[src/rtl/iobus_rect_fill.sv]
// Rectangle-fill engine: writes each pixel as a VGA address/colour MMIO pair on IOBUS.
// Optional build macro RECT_CLIP_EN clips the rectangle to the 80x60 visible area at START.
module iobus_rect_fill (
    input  logic        CLK,
    input  logic        RST,
    input  logic        START,
    input  logic [6:0]  X0,
    input  logic [5:0]  Y0,
    input  logic [6:0]  W,
    input  logic [5:0]  H,
    input  logic [7:0]  COLOR,
    input  logic        GRANT,
    output logic [31:0] IOBUS_ADDR,
    output logic [31:0] IOBUS_OUT,
    output logic        IOBUS_WR,
    output logic        BUSY,
    output logic        DONE
);
    localparam logic [31:0] VGA_ADDR_AD  = 32'h11000120;
    localparam logic [31:0] VGA_COLOR_AD = 32'h11000140;

    typedef enum logic [1:0] {IDLE, WADDR, WCOLOR, FIN} state_t;

    state_t     state;
    logic [6:0] x;
    logic [6:0] x_start;
    logic [6:0] col_left;
    logic [6:0] w_last;
    logic [5:0] y;
    logic [5:0] row_left;
    logic [7:0] color;
    logic [6:0] w_eff;
    logic [5:0] h_eff;

`ifdef RECT_CLIP_EN
    localparam logic [6:0] FB_W = 7'd80;
    localparam logic [5:0] FB_H = 6'd60;

    always_comb begin
        w_eff = '0;
        h_eff = '0;
        if (X0 < FB_W)
            w_eff = (W < (FB_W - X0)) ? W : (FB_W - X0);
        if (Y0 < FB_H)
            h_eff = (H < (FB_H - Y0)) ? H : (FB_H - Y0);
    end
`else
    assign w_eff = W;
    assign h_eff = H;
`endif

    // col_left/row_left count the pixels still to go after the current one.
    always_ff @(posedge CLK) begin
        if (RST) begin
            state    <= IDLE;
            x        <= '0;
            x_start  <= '0;
            y        <= '0;
            col_left <= '0;
            row_left <= '0;
            w_last   <= '0;
            color    <= '0;
        end else begin
            case (state)
                IDLE: begin
                    if (START) begin
                        x        <= X0;
                        x_start  <= X0;
                        y        <= Y0;
                        color    <= COLOR;
                        w_last   <= w_eff - 7'd1;
                        col_left <= w_eff - 7'd1;
                        row_left <= h_eff - 6'd1;
                        state    <= ((w_eff == 7'd0) || (h_eff == 6'd0)) ? FIN : WADDR;
                    end
                end
                WADDR: begin
                    if (GRANT)
                        state <= WCOLOR;
                end
                WCOLOR: begin
                    if (GRANT) begin
                        if (col_left != 7'd0) begin
                            x        <= x + 7'd1;
                            col_left <= col_left - 7'd1;
                            state    <= WADDR;
                        end else if (row_left != 6'd0) begin
                            x        <= x_start;
                            y        <= y + 6'd1;
                            col_left <= w_last;
                            row_left <= row_left - 6'd1;
                            state    <= WADDR;
                        end else begin
                            state <= FIN;
                        end
                    end
                end
                FIN:     state <= IDLE;
                default: state <= IDLE;
            endcase
        end
    end

    // Bus outputs follow the registered state; the write strobe is gated by GRANT only.
    always_comb begin
        IOBUS_ADDR = '0;
        IOBUS_OUT  = '0;
        IOBUS_WR   = 1'b0;
        BUSY       = 1'b0;
        DONE       = 1'b0;
        case (state)
            WADDR: begin
                IOBUS_ADDR = VGA_ADDR_AD;
                IOBUS_OUT  = {19'b0, y, x};
                IOBUS_WR   = GRANT;
                BUSY       = 1'b1;
            end
            WCOLOR: begin
                IOBUS_ADDR = VGA_COLOR_AD;
                IOBUS_OUT  = {24'b0, color};
                IOBUS_WR   = GRANT;
                BUSY       = 1'b1;
            end
            FIN: DONE = 1'b1;
            default: ;
        endcase
    end
endmodule
[config.mk]
export PLATFORM = sky130hd
export DESIGN_NAME = iobus_rect_fill
export DESIGN_NICKNAME = d
export VERILOG_FILES = /design/src/rtl/iobus_rect_fill.sv
export SDC_FILE = /design/constraint.sdc
export NUM_CORES = 1
export LEC_CHECK = 0
export BUFFER_PORTS_ARGS = -buffer_cell sky130_fd_sc_hd__buf_4
export CAP_MARGIN = 10
export CORE_ASPECT_RATIO = 0.5
export CORE_UTILIZATION = 53
export CTS_BUF_LIST = sky130_fd_sc_hd__clkbuf_8
export DETAILED_ROUTE_END_ITERATION = 16
export GPL_TIMING_DRIVEN = 0
export PLACE_DENSITY = 0.87
export SETUP_SLACK_MARGIN = 0.4
export SLEW_MARGIN = 15
export SYNTH_ARGS = -nofsm -noshare
export SYNTH_HDL_FRONTEND = slang
export SYNTH_SLANG_ARGS = --single-unit
[constraint.sdc]
create_clock -name CLK -period 3.2 [get_ports CLK]
set_input_delay 0.8 -clock CLK [delete_from_list [all_inputs] [get_ports CLK]]
set_output_delay 0.8 -clock CLK [all_outputs]
set_load 0.005 [all_outputs]
==> reports/metrics.cfg <==
[synthesis]
synth_top_area_frac=0.2973
most_numerous_cell_in_the_yosys_netlist=nand2_1
yosysTopAreaCell=dfxtp_1
yosysSeqAreaShare=0.2973
post_synth_most_frequent_cells=nand2_1, buf_4, dfxtp_1
postSynthCellCount=437
synth_cell_types=57
syn_avg_cell_area_um2=7.705
post_synth_main_area_contributors=dfxtp_1, buf_4, nand2_1
ys_async_sr_fraction=0
number_of_warnings_issued_by_yosys=0
mappedNetlistArea_um2=3367
ys_seq_elements=50
synth_top_flop_cell=dfxtp_1
synth_edf_count=0

[clocking]
cts_buffer_depth=2
clkLatencyLatePin_ns=0.31
cts_sinks=50
holdBufCountCts=0
post-cts-setup-buffers=0
tritoncts=done
number_of_clock_buffers_inserted_by_tritoncts=5
clk_pin_slew_worst_paths_ns=0.10
clock-root-buffer=clkbuf_8
cts_htree_levels=2

[place]
number_of_cells_in_the_design_after_placement=628
port-buffer-count=58
gp_congestion=0.9430
hpwlAfterDp_um=6477
post_dp_cell_area_um2=4081
dp_worst_setup_slack_ns=-0.05694

[timing]
grt_setup_unrepaired=no
final.setup_skew_ns=0.005698
final.setup.worst_slack_ns=0.5615
slew_violations=0
layout_min_cycle_time_ns=2.639
fmaxAchievable_mhz=379.0
final_hold_violation_count=0
whs_ns=0.4606
fin_crit_sh=0.8245
setup_total_negative_slack_ns=0
max_slew_margin=0.5525
tightest_slew_ns=0.6713
final-setup-viol-count=0

[layout]
layout-drive-gt1-share=0.2536
insertedDiodeCount=0
fin_cells=636
final.fill_count=533
flow.area_growth_from_synthesis_pct=24.79
layout.nets=597
design_area_um2=4202

[global_route]
globalRouteOverflowTotal=0
initial_antenna_violation_count=0
track_usage=0.2647
grt_start_max_net_pins=17
grt_pass1_vias=2921
grt_pass1_wl_um=13790

[routing]
route.final.wire_length_um=8820
detail_route.wl_per_cell_um=13.87
vias=3328
detail_route.iter0.violations=253
drt-vias-per-instance=5.233
route.detailed.drc=0
detail_route.first_pass.iterations=5
count_of_nets_left_with_antenna_violations_after_detail_routing=0

[min_path]
hold_path_class=reg -> reg

[critical_path]
timing.critical_path.from_type=register
cp_cell_sequence=inv_1, ha_4, clkbuf_4, clkbuf_4, a22oi_1, nor2b_1, buf_4
crit_path_end_kind=output port
criticalPathCategory=reg -> out
critPathMaxFanout=10
cp.buffers_inverters=4
timing.critical_path.arrival_ns=1.84
cpMaxStageDelayCell=dfxtp_2
cp_data_required_time_ns=2.40
cpPeakStageDelay_ns=0.38
critical-path-top-delay-family=buffers and inverters
crit_path_top_cell_by_count=clkbuf_4

[floorplan]
floorplan.io_pins=105
fp.dieW_um=114.7
fp.coreArea_um2=6106
placementRows=20
initial_core_util=0.5514
fp.dieH_um=58.36
die_area_um2=6695

[pwr]
static-leakage-power_nw=1.906
power_density_nw_per_um2=805.3
maximum_vdd_drop_mv=0.3402

[outcome]
outcome=complete, no violations

[run]
cap_viol_max_count=0

## cell usage in the layout, fill, tap and decap left out, types with 8 or more instances in the layout
master / count
a211oi_1: 9
a21oi_1: 40
a22oi_1: 9
and3_1: 9
buf_4: 109
clkbuf_1: 11
conb_1: 46
dfxtp_1: 49
ha_1: 11
inv_1: 9
mux2i_1: 9
nand2_1: 60
nand3_1: 8
nor2_1: 27
nor2b_1: 10
nor3_1: 9
o211ai_1: 10
o21ai_0: 24
## routing by layer
metal | share of wire | track usage | up-vias
met5 | 0 | 0 | -
met2 | 0.44 | 0.4416 | 165
met3 | 0.10 | 0.06488 | 12
li1 | - | - | 1655
met1 | 0.44 | 0.3486 | 1496
met4 | 0.012 | 0.07050 | 0
## per-stage QoR
step	total power, mW	util
after floorplan	2.378	-
after global placement	2.879	0.6684
after detailed placement	2.928	0.6684
after CTS	3.315	0.6850
after global routing	3.623	0.6881
final	3.384	0.6881
## registers in the layout, indices dropped and copies added, names as in the netlist
name,count
y,6
row_left,6
w_last,7
x_start,7
color,8
state,2
col_left,7
x,7
## power by group
group	switching, mW	internal, mW
Sequential	0.207	0.830
Combinational	1.10	0.855
Clock	0.232	0.154
Total	1.54	1.84
## logic make-up (layout without fill, tap and decap cells)
kind of cell,Yosys count,after routing,share of synthesized area
XOR/XNOR,14,14,0.03642
adder cells (fa/ha/maj),12,12,0.04459
AND/OR/NAND/NOR,145,145,0.2044
multiplexers,10,10,0.03010
flip-flops,50,50,0.2973
other,1,46,0.001114
AO/OA/AOI/OAI,120,120,0.2311
buffers and inverters,85,151,0.1550
## worst paths after layout
path	start	end	slack, ns	depth (start not counted)
worst max-delay path	state[0]$_SDFFE_PP0P_	IOBUS_OUT[5]	0.56	7
worst min-delay path	x_start[0]$_SDFFE_PP0P_	x_start[0]$_SDFFE_PP0P_	0.46	2
worst max register to register	state[0]$_SDFFE_PP0P_	row_left[4]$_SDFFE_PP0P_	0.59	11
worst min register to register	x_start[0]$_SDFFE_PP0P_	x_start[0]$_SDFFE_PP0P_	0.46	2
## timing repair
item / 4_1_cts / 5_1_grt
gates resized for setup: 6 / 10
hold endpoints to repair: 0 / 0
setup endpoints to repair: 10 / 11
## final cells by class
| cell class | instances | area (um2) | share of cell area |
|---|---|---|---|
| Multi-Input combinational cell | 347 | 2026 | 0.4821 |
| Sequential cell | 50 | 1002 | 0.2385 |
| Buffer | 76 | 504.2 | 0.1200 |
| Timing Repair Buffer | 58 | 435.4 | 0.1036 |
| Tap cell | 88 | 110.1 | 0.02621 |
| Clock buffer | 5 | 68.82 | 0.01638 |
| Inverter | 9 | 33.78 | 0.008040 |
| Clock inverter | 3 | 21.27 | 0.005063 |
## worst register-to-register path, cell delays in order, from the launching register on
cell,delay [ns]
dfxtp_2,0.35
inv_1,0.12
ha_4,0.21
clkbuf_4,0.21
clkbuf_4,0.24
buf_4,0.24
mux2i_1,0.21
ha_1,0.24
inv_1,0.09
o311a_1,0.35
mux2i_1,0.13
a31oi_1,0.10
(Power assumes the default switching activity.)
